[src/rtl/ms_burst_master_pkg.sv]
// Shared types and default sizes for the burst master.
package ms_burst_pkg;
   localparam int AW_D    = 8;
   localparam int DW_D    = 16;
   localparam int LW_D    = 8;
   localparam int SCALE_D = 4;

   typedef enum logic [1:0] {IDLE, RUN, FINISH} state_t;
   typedef enum logic [1:0] {PAT_SCALE, PAT_SEQ, PAT_INV, PAT_RSVD} mode_t;
endpackage

[src/rtl/ms_burst_master_if.sv]
// Config, beat handshake and status bundle between controller, master and slave.
// MS_BURST_STALL_TIMEOUT_EN adds the timeout status bit.
interface ms_burst_master_if
   import ms_burst_pkg::*;
#(
   parameter int AW = AW_D,
   parameter int DW = DW_D,
   parameter int LW = LW_D
);
   logic          start;
   logic [AW-1:0] cfg_base;
   logic [AW-1:0] cfg_stride;
   logic [LW-1:0] cfg_len;
   mode_t         cfg_mode;
   logic [DW-1:0] cfg_seed;
   logic          valid;
   logic          sready;
   logic [AW-1:0] addr;
   logic [DW-1:0] data;
   logic          busy;
   logic          done;
`ifdef MS_BURST_STALL_TIMEOUT_EN
   logic          timeout;

   modport master (input start, cfg_base, cfg_stride, cfg_len, cfg_mode, cfg_seed, sready,
                   output valid, addr, data, busy, done, timeout);
   modport slave  (output start, cfg_base, cfg_stride, cfg_len, cfg_mode, cfg_seed, sready,
                   input valid, addr, data, busy, done, timeout);
`else
   modport master (input start, cfg_base, cfg_stride, cfg_len, cfg_mode, cfg_seed, sready,
                   output valid, addr, data, busy, done);
   modport slave  (output start, cfg_base, cfg_stride, cfg_len, cfg_mode, cfg_seed, sready,
                   input valid, addr, data, busy, done);
`endif
endinterface

[src/rtl/ms_burst_master_pattern_gen.sv]
// Combinational beat-data generator; all results truncated to DW.
module ms_pattern_gen
   import ms_burst_pkg::*;
#(
   parameter int AW    = AW_D,
   parameter int DW    = DW_D,
   parameter int LW    = LW_D,
   parameter int SCALE = SCALE_D
) (
   input  mode_t         i_mode,
   input  logic [AW-1:0] i_addr,
   input  logic [DW-1:0] i_seed,
   input  logic [LW-1:0] i_beat,
   output logic [DW-1:0] o_data
);
   logic [DW-1:0] w_addr_ext;
   assign w_addr_ext = DW'(i_addr);

   always_comb begin
      o_data = w_addr_ext * DW'(SCALE);
      case (i_mode)
         PAT_SEQ: o_data = i_seed + DW'(i_beat);
         PAT_INV: o_data = ~w_addr_ext;
         default: o_data = w_addr_ext * DW'(SCALE);
      endcase
   end
endmodule

[src/rtl/ms_burst_master.sv]
// Programmable address/data burst master over a valid/ready handshake.
// Optional stall abort: MS_BURST_STALL_TIMEOUT_EN.
module ms_burst_master
   import ms_burst_pkg::*;
#(
   parameter int AW    = AW_D,
   parameter int DW    = DW_D,
   parameter int LW    = LW_D,
   parameter int SCALE = SCALE_D
`ifdef MS_BURST_STALL_TIMEOUT_EN
  ,parameter int TO_CYC = 16
`endif
) (
   input logic               clk,
   input logic               rstn,
   ms_burst_master_if.master bus
);
   state_t        r_state;
   logic [AW-1:0] r_stride, r_addr;
   logic [LW-1:0] r_len, r_beat;
   mode_t         r_mode;
   logic [DW-1:0] r_seed, r_data;
   logic          r_valid, r_busy, r_done;
`ifdef MS_BURST_STALL_TIMEOUT_EN
   localparam int SW = $clog2(TO_CYC + 1);
   logic [SW-1:0] r_stall;
   logic          r_timeout;
   assign bus.timeout = r_timeout;
`endif

   logic          w_xfer, w_last;
   logic [AW-1:0] w_nxt_addr;
   logic [LW-1:0] w_nxt_beat;
   mode_t         w_pat_mode;
   logic [AW-1:0] w_pat_addr;
   logic [DW-1:0] w_pat_seed, w_pat_data;
   logic [LW-1:0] w_pat_beat;

   assign w_xfer     = r_valid && bus.sready;
   assign w_last     = (r_beat == r_len - LW'(1));
   assign w_nxt_addr = r_addr + r_stride;
   assign w_nxt_beat = r_beat + LW'(1);

   // In IDLE the generator sees the live config (beat 0); afterwards the next beat.
   always_comb begin
      w_pat_mode = r_mode;
      w_pat_addr = w_nxt_addr;
      w_pat_seed = r_seed;
      w_pat_beat = w_nxt_beat;
      if (r_state == IDLE) begin
         w_pat_mode = bus.cfg_mode;
         w_pat_addr = bus.cfg_base;
         w_pat_seed = bus.cfg_seed;
         w_pat_beat = '0;
      end
   end

   ms_pattern_gen #(.AW(AW), .DW(DW), .LW(LW), .SCALE(SCALE)) u_pat (
      .i_mode (w_pat_mode),
      .i_addr (w_pat_addr),
      .i_seed (w_pat_seed),
      .i_beat (w_pat_beat),
      .o_data (w_pat_data)
   );

   always_ff @(posedge clk or negedge rstn) begin
      if (!rstn) begin
         r_state  <= IDLE;
         r_stride <= '0;
         r_addr   <= '0;
         r_len    <= '0;
         r_beat   <= '0;
         r_mode   <= PAT_SCALE;
         r_seed   <= '0;
         r_data   <= '0;
         r_valid  <= 1'b0;
         r_busy   <= 1'b0;
         r_done   <= 1'b0;
`ifdef MS_BURST_STALL_TIMEOUT_EN
         r_stall   <= '0;
         r_timeout <= 1'b0;
`endif
      end else begin
         case (r_state)
            IDLE: begin
               r_done <= 1'b0;
               if (bus.start) begin
                  r_stride <= bus.cfg_stride;
                  r_len    <= bus.cfg_len;
                  r_mode   <= bus.cfg_mode;
                  r_seed   <= bus.cfg_seed;
                  r_beat   <= '0;
`ifdef MS_BURST_STALL_TIMEOUT_EN
                  r_stall  <= '0;
`endif
                  if (bus.cfg_len != '0) begin
                     r_state <= RUN;
                     r_valid <= 1'b1;
                     r_busy  <= 1'b1;
                     r_addr  <= bus.cfg_base;
                     r_data  <= w_pat_data;
                  end else begin
                     r_state <= FINISH;
                     r_done  <= 1'b1;
                  end
               end
            end
            RUN: begin
               if (w_xfer) begin
`ifdef MS_BURST_STALL_TIMEOUT_EN
                  r_stall <= '0;
`endif
                  if (w_last) begin
                     r_state <= FINISH;
                     r_valid <= 1'b0;
                     r_busy  <= 1'b0;
                     r_done  <= 1'b1;
                  end else begin
                     r_addr <= w_nxt_addr;
                     r_data <= w_pat_data;
                     r_beat <= w_nxt_beat;
                  end
               end
`ifdef MS_BURST_STALL_TIMEOUT_EN
               // valid is always high in RUN, so no transfer means a stall cycle
               else if (r_stall == SW'(TO_CYC - 1)) begin
                  r_state   <= FINISH;
                  r_valid   <= 1'b0;
                  r_busy    <= 1'b0;
                  r_done    <= 1'b1;
                  r_timeout <= 1'b1;
               end else begin
                  r_stall <= r_stall + SW'(1);
               end
`endif
            end
            FINISH: begin
               r_done  <= 1'b0;
`ifdef MS_BURST_STALL_TIMEOUT_EN
               r_timeout <= 1'b0;
`endif
               r_state <= IDLE;
            end
            default: r_state <= IDLE;
         endcase
      end
   end

   assign bus.valid = r_valid;
   assign bus.addr  = r_addr;
   assign bus.data  = r_data;
   assign bus.busy  = r_busy;
   assign bus.done  = r_done;
endmodule

[src/flat_wrapper.sv]
// flat-port wrapper written by rule: the top's interface ports become plain ports
module ms_burst_master_flat import ms_burst_pkg::*;
#(
   parameter int AW    = AW_D,
   parameter int DW    = DW_D,
   parameter int LW    = LW_D,
   parameter int SCALE = SCALE_D

)
  (clk, rstn, bus_start, bus_cfg_base, bus_cfg_stride, bus_cfg_len, bus_cfg_mode, bus_cfg_seed, bus_sready, bus_valid, bus_addr, bus_data, bus_busy, bus_done);
  ms_burst_master_if #(.AW(AW), .DW(DW), .LW(LW)) bus_i ();
  input logic clk;
  input logic rstn;
  input wire logic [$bits(bus_i.start)-1:0] bus_start;
  input wire logic [$bits(bus_i.cfg_base)-1:0] bus_cfg_base;
  input wire logic [$bits(bus_i.cfg_stride)-1:0] bus_cfg_stride;
  input wire logic [$bits(bus_i.cfg_len)-1:0] bus_cfg_len;
  input wire logic [$bits(bus_i.cfg_mode)-1:0] bus_cfg_mode;
  input wire logic [$bits(bus_i.cfg_seed)-1:0] bus_cfg_seed;
  input wire logic [$bits(bus_i.sready)-1:0] bus_sready;
  output wire logic [$bits(bus_i.valid)-1:0] bus_valid;
  output wire logic [$bits(bus_i.addr)-1:0] bus_addr;
  output wire logic [$bits(bus_i.data)-1:0] bus_data;
  output wire logic [$bits(bus_i.busy)-1:0] bus_busy;
  output wire logic [$bits(bus_i.done)-1:0] bus_done;
  assign bus_i.start = bus_start;
  assign bus_i.cfg_base = bus_cfg_base;
  assign bus_i.cfg_stride = bus_cfg_stride;
  assign bus_i.cfg_len = bus_cfg_len;
  assign bus_i.cfg_mode = bus_cfg_mode;
  assign bus_i.cfg_seed = bus_cfg_seed;
  assign bus_i.sready = bus_sready;
  assign bus_valid = bus_i.valid;
  assign bus_addr = bus_i.addr;
  assign bus_data = bus_i.data;
  assign bus_busy = bus_i.busy;
  assign bus_done = bus_i.done;
  ms_burst_master #(.AW(AW), .DW(DW), .LW(LW), .SCALE(SCALE)) u_core (.clk(clk), .rstn(rstn), .bus(bus_i));
endmodule
[config.mk]
export PLATFORM = sky130hd
export DESIGN_NAME = ms_burst_master_flat
export DESIGN_NICKNAME = d
export VERILOG_FILES = /design/src/rtl/ms_burst_master_pkg.sv /design/src/rtl/ms_burst_master_if.sv /design/src/rtl/ms_burst_master_pattern_gen.sv /design/src/rtl/ms_burst_master.sv /design/src/flat_wrapper.sv
export SDC_FILE = /design/constraint.sdc
export NUM_CORES = 1
export LEC_CHECK = 0
export ABC_AREA = 1
export ABC_CLOCK_PERIOD_IN_PS = 5200
export CELL_PAD_IN_SITES_DETAIL_PLACEMENT = 1
export CELL_PAD_IN_SITES_GLOBAL_PLACEMENT = 1
export CORE_MARGIN = 4
export CORE_UTILIZATION = 50
export DETAILED_ROUTE_END_ITERATION = 10
export DONT_BUFFER_PORTS = 1
export MAX_ROUTING_LAYER = met4
export PLACE_DENSITY = 0.93
export SLEW_MARGIN = 20
export SYNTH_ARGS = -nofsm -noshare
export SYNTH_HDL_FRONTEND = slang
export SYNTH_SLANG_ARGS = --single-unit
[constraint.sdc]
create_clock -name clk -period 5.2 [get_ports clk]
set_clock_uncertainty 0.15 [all_clocks]
set_input_delay 1.56 -clock clk [delete_from_list [all_inputs] [get_ports clk]]
set_output_delay 1.56 -clock clk [all_outputs]
set_load 0.01 [all_outputs]
# --- Yosys cells after proc, flatten, opt, wreduce, memory -nomap -nowiden ---
# Cells that the tools add are included.
totals:
  reg_bits: 70
  in_bits: 46
  output_inout_bits: 27
classes:
  mux: 34
  n_reduce_logical: 11
  n_eq_ne: 10
  n_bitwise: 1
  add_sub_neg: 4
ops:
  columns: ["cell", "n"]
  rows:
  - ["$mux 16", 5]
  - ["$mux 8", 9]
  - ["$pmux 16 s2", 2]
  - ["$pmux 8 s2", 2]
  - ["$add 16x8->16", 1]
  - ["$not 8->16", 1]
  - ["$mux 2", 5]
  - ["$reduce_and 5->1", 2]
  - ["$add 8x1->8 const B", 1]
  - ["$add 8x8->8", 1]
  - ["$eq 8x8->1", 1]
  - ["$mux 1", 8]
  - ["$reduce_bool 8->1", 1]
  - ["$sub 8x1->8 const B", 1]
  - ["$ne 2x2->1 const B", 3]
  - ["$reduce_and 3->1", 2]
  - ["$eq 2x1->1 const B", 2]
  - ["$eq 2x2->1 const B", 2]
  - ["$ne 2x1->1 const B", 2]
  - ["$pmux 2 s2", 1]
  - ["$reduce_and 4->1", 1]
  - ["$pmux 1 s3", 1]
  - ["$reduce_bool 3->1", 1]
  - ["$logic_not 2->1", 1]
  - ["4 further kinds", 4]

# --- Longest topological paths before layout ---
depth:
  depth_word: 7
  depth_mapped: 22

# --- Hierarchy ---
# Synthesis repeated with hierarchy kept, for this count alone.
hier_totals:
  cells_unflattened: 750
  area_unflattened_um2: 5148.7
modules_own_cells:
  columns: ["mod", "area_each_um2", "cells_per_inst", "n_inst", "seq_area_each_um2"]
  rows:
  - ["ms_burst_master", 4162.7, 558, 1, 1751.7]
  - ["ms_pattern_gen", 985.9, 192, 1, 0.0]

# --- Worst setup path after synthesis ---
# OpenSTA, ideal clock, no wires.
synth_timing:
  path_type: "input port to flip-flop"
  from: "input port bus_cfg_seed[0]"
  to: "register u_core.r_data[8] (netlist: u_core.bus.data[8])"
  required_time_ns: 4.985
  setup_ns: 0.065
  cell_stages: 15
  slack_ns: 1.884
  arrival_ns: 3.101
  path_cell_list: "inv_1 > o21ai_0 > ha_1 > fa_1 > nand3_1 > nand3_1 > nand2_1 > nand2_1 > a21oi_1 > o21ai_0 > nand2_1 > nand2_1 > nand2_1 > nand2_1 > nand2_1"
synth_between:
  elab_chain_cells: 6
synth_rtl:
  columns: ["item", "line_no", "source"]
  rows:
  - ["from (decl)", "flat_wrapper.sv:19", "input wire logic [$bits(bus_i.cfg_seed)-1:0] bus_cfg_seed;"]
  - ["$mux 16 (*)", "ms_burst_master.sv:50", "if (r_state == IDLE) begin"]
  - ["$add 16x8->16 (*)", "ms_burst_master_pattern_gen.sv:22", "PAT_SEQ: o_data = i_seed + DW'(i_beat);"]
  - ["$pmux 16 s2 (*)", "ms_burst_master_pattern_gen.sv:21", "case (i_mode)"]
  - ["$mux 16, on equally long branches", "ms_burst_master.sv:113, ms_burst_master.sv:96", null]
  - ["$mux 16, on equally long branches", "ms_burst_master.sv:109, ms_burst_master.sv:87", null]
  - ["$pmux 16 s2 (*)", "ms_burst_master.sv:84", "case (r_state)"]
  - ["to (signal assigned)", "ms_burst_master.sv:101", "r_data <= w_pat_data;"]
  - ["to (signal assigned)", "ms_burst_master.sv:120", "r_data <= w_pat_data;"]
  - ["to (decl)", "ms_burst_master.sv:22", "logic [DW-1:0] r_seed, r_data;"]
# Every way passes the cells marked *; elsewhere a longest branch is shown, timed or not. The select of a mux whose other input is x is not followed.
# A chain may end at the register's enable or synchronous reset.

# --- Worst setup path after layout ---
layout_timing:
  from: "register u_core.r_state[1]"
  to: "register u_core.r_data[12] (netlist: u_core.bus.data[12])"
layout_between:
  elab_chain_cells: 7
layout_rtl:
  columns: ["item", "line_no", "source"]
  rows:
  - ["from (decl)", "ms_burst_master.sv:18", "state_t r_state;"]
  - ["from (signal assigned)", "ms_burst_master.sv:68", "r_state <= IDLE;"]
  - ["from (signal assigned)", "ms_burst_master.sv:97", "r_state <= RUN;"]
  - ["from (signal assigned)", "ms_burst_master.sv:103", "r_state <= FINISH;"]
  - ["$logic_not 2->1", "ms_burst_master.sv:50, ms_burst_master.sv:84", null]
  - ["$mux 16 (tied with other cells)", "ms_burst_master.sv:50", null]
  - ["$add 16x8->16 (tied with other cells)", "ms_burst_master_pattern_gen.sv:22", null]
  - ["$pmux 16 s2", "ms_burst_master_pattern_gen.sv:21", null]
  - ["$mux 16, on equally long branches", "ms_burst_master.sv:113, ms_burst_master.sv:96", null]
  - ["$mux 16, on equally long branches", "ms_burst_master.sv:109, ms_burst_master.sv:87", null]
  - ["$pmux 16 s2", "ms_burst_master.sv:84", null]
# Parallel ways exist; a longest one is shown, timed or not. The select of a mux whose other input is x is not followed.

==> flow_summary.json <==
{
  "status": "complete, no violations",
  "clock.fmax_mhz": 260.4,
  "worst_skew_pair.late_latency_ps": 360,
  "clk_path_buf_depth": 2,
  "io_buffer_count": 0,
  "cts_hold_buf": 0,
  "antenna_cells": 0,
  "first_pass_iters": 4,
  "p_leak_nw": 2.673,
  "rsz0062_at_grt": "false",
  "ys_warn_count": 0,
  "crit_chain": "inv_1, ha_1, buf_4, inv_1, buf_4, o21ai_0, fa_1, nand3_1, nand3_1, nand2_1, nand2_1, nand3b_1, or2_0, a21oi_1, o21ai_1",
  "htree_levels": 3,
  "die_w_um": 106.4,
  "crit_required_ps": 5280,
  "syn_inst": 699,
  "yosys_register_bits": 70,
  "place.gp.congestion": 0.8770,
  "post-dp-hpwl_um": 10450,
  "synth_top_area_frac": 0.3620,
  "tightest_slew_ps": 656.7,
  "via_per_inst": 5.467,
  "critPathLaunchType": "register",
  "nets": 761,
  "fill_cells": 1247,
  "pin_count": 73,
  "final_cells": 825,
  "worst-path-buf-inv": 4,
  "crit_fanout": 38,
  "post-cts-setup-buffers": 0,
  "critPathMaxStageDelay_ps": 420,
  "layout-drive-gt1-share": 0.07184,
  "fin_setup_tns_ps": 0,
  "end_kind": "register",
  "grt_pass1_wl_um": 23720,
  "syn_nets": 769,
  "synth_area_um2": 4838,
  "grt_pass1_vias": 4945,
  "arrival_ps": 3920,
  "powerDensity_nw_per_um2": 704.5,
  "hold_viol": 0,
  "dieArea_um2": 11310,
  "post_cts_resized": 0,
  "placed_cells": 809,
  "rows": 35,
  "period_minus_slack_ps": 3840,
  "synth_top_area_cell": "dfrtp_1",
  "final_util": 0.5488,
  "slew_viol_final": 0,
  "wl_um": 13680,
  "crit_family": "buffers and inverters",
  "syn_area_per_cell_um2": 6.922,
  "areaGrowthSynthToFinish_pct": 5.793,
  "max-slew-margin-rel": 0.5622,
  "timing.hold.ws_ps": 336.3,
  "start_util": 0.5187,
  "root_buffer": "clkbuf_8",
  "synth_cell_types": 34,
  "grtUsageTotal": 0.2665,
  "p_total_mw": 3.606,
  "cp_slowest_cell": "o21ai_0",
  "ant_nets": 0,
  "hold_path.class": "reg -> reg",
  "antenna_found_initial": 0,
  "core_area_um2": 9328,
  "die_h_um": 106.4,
  "ys_top_cells_by_area": "dfrtp_1, nand2_1, o21ai_0, inv_1, ha_1",
  "grt_max_degree": 71,
  "drc_errors": 0,
  "setup_violations": 0,
  "clk_pin_slew_worst_paths_ps": 80,
  "grt_overflow": 0,
  "path_class": "reg -> reg",
  "irDropWorstVdd_mv": 0.3147,
  "num_vias": 4510,
  "yosysSeqAreaShare": 0.3620,
  "cts_sinks": 70,
  "initialDrtViolationCount": 226,
  "cts-buffers-inserted": 9,
  "wl_per_cell_um": 16.58,
  "cts_tree": "yes",
  "cap_violations": 0,
  "period_share": 0.7384
}
## path summary, 6_finish.rpt
path	from	to	slack (ps)	cells past startpoint
worst min-delay path	u_core.r_seed[7]	u_core.r_seed[7]	340	2
worst max register to register	u_core.r_state[1]	u_core.bus.data[12]	1360	15
max in group asynchronous	rstn	u_core.bus.data[15]	4050	0
min in group asynchronous	rstn	u_core.r_beat[0]	740	0
worst min register to register	u_core.r_seed[7]	u_core.r_seed[7]	340	2
worst max-delay path	u_core.r_state[1]	u_core.bus.data[12]	1360	15
## Yosys cell counts, drive strengths merged
cell type and number:
nand3b 2, nand2 258, mux2i 2, or2 4, fa 2, clkbuf 9
a21oi 25, nor2 45, nor3 2, dfrtp 70, ha 22, a31oi 2
o21ai 73, inv 83, mux2 12, clkinv 1, buf 13, nand4 9
xnor2 5, nand3 53, xor2 7
## final cells by class
| class | count | area [µm²] | area share |
|---|---|---|---|
| repair buffers | 3 | 22.52 | 0.004400 |
| well taps | 129 | 161.4 | 0.03153 |
| multi-input cells | 523 | 2653 | 0.5182 |
| clock buffers | 12 | 145.1 | 0.02835 |
| clock inverters | 4 | 70.07 | 0.01369 |
| flip-flops and latches | 70 | 1752 | 0.3422 |
| inverters | 84 | 315.3 | 0.06160 |
## placed cells by master, fill, tap and decap left out
master	count
a21oi_1	24
a21oi_2	1
a31oi_1	2
buf_4	3
bufinv_16	2
clkbuf_1	2
clkbuf_8	10
clkinv_1	1
clkinv_2	2
dfrtp_1	70
fa_1	2
ha_1	22
inv_1	77
inv_2	6
mux2_2	12
mux2i_1	2
nand2_1	256
nand2_2	2
nand3_1	52
nand3_4	1
nand3b_1	2
nand4_1	8
nand4_4	1
nor2_1	39
nor2_2	4
nor2_4	2
nor3_1	2
o21ai_0	59
o21ai_1	13
o21ai_2	1
or2_0	1
or2_2	3
xnor2_1	5
xor2_1	7
## through the flow
stage / cell area, µm² / setup WS, ps
after floorplan: 4838 / 1884
after detailed placement: 4903 / 1535
after global placement: 4903 / 1692
after global routing: 5119 / 984.0
final: 5119 / 1360
after CTS: 5119 / 1381
## where the power goes
group | leakage (nW) | switching, mW | total [mW] | internal, mW
clock network | 0.110 | 0.204 | 0.486 | 0.282
logic | 1.69 | 1.44 | 2.14 | 0.705
registers | 0.873 | 0.209 | 0.979 | 0.770
## kinds of logic (layout without fill, tap and decap cells)
logic type                 Yosys count  in the layout  synth area share
and+or+nand+nor                    373            373            0.3233
buffers and inverters              106            103           0.09025
AOI/OAI and AO/OA                  100            100            0.1055
DFF                                 70             70            0.3620
adders and majority gates           24             24           0.06517
muxes                               14             14           0.03207
xor gates and xnor gates            12             12           0.02172
## routing by layer
layer / global-route usage / up-vias / part of all wire
met3: 0.05464 / 21 / 0.045
met5: - / - / 0
li1: - / 2207 / -
met4: 0.07863 / 0 / 0.017
met2: 0.4710 / 86 / 0.52
met1: 0.3048 / 2196 / 0.42
## state kept, by name (all words and copies together) (netlist names), 2 cells and up
| name | flops |
|---|---|
| u_core.r_seed | 16 |
| u_core.r_len | 8 |
| u_core.r_beat | 8 |
| u_core.r_stride | 8 |
| u_core.r_mode | 2 |
| u_core.bus.data | 16 |
| u_core.bus.addr | 8 |
| u_core.r_state | 2 |
## worst min-delay path, delay by kind of cell, from the launching register on
| family | cells | cell delay, ps |
|---|---|---|
| AO/OA/AOI/OAI | 1 | 60 |
| flip-flops | 1 | 340 |
| AND/OR/NAND/NOR | 1 | 50 |
Note: power is estimated with default switching activity, not from simulation.
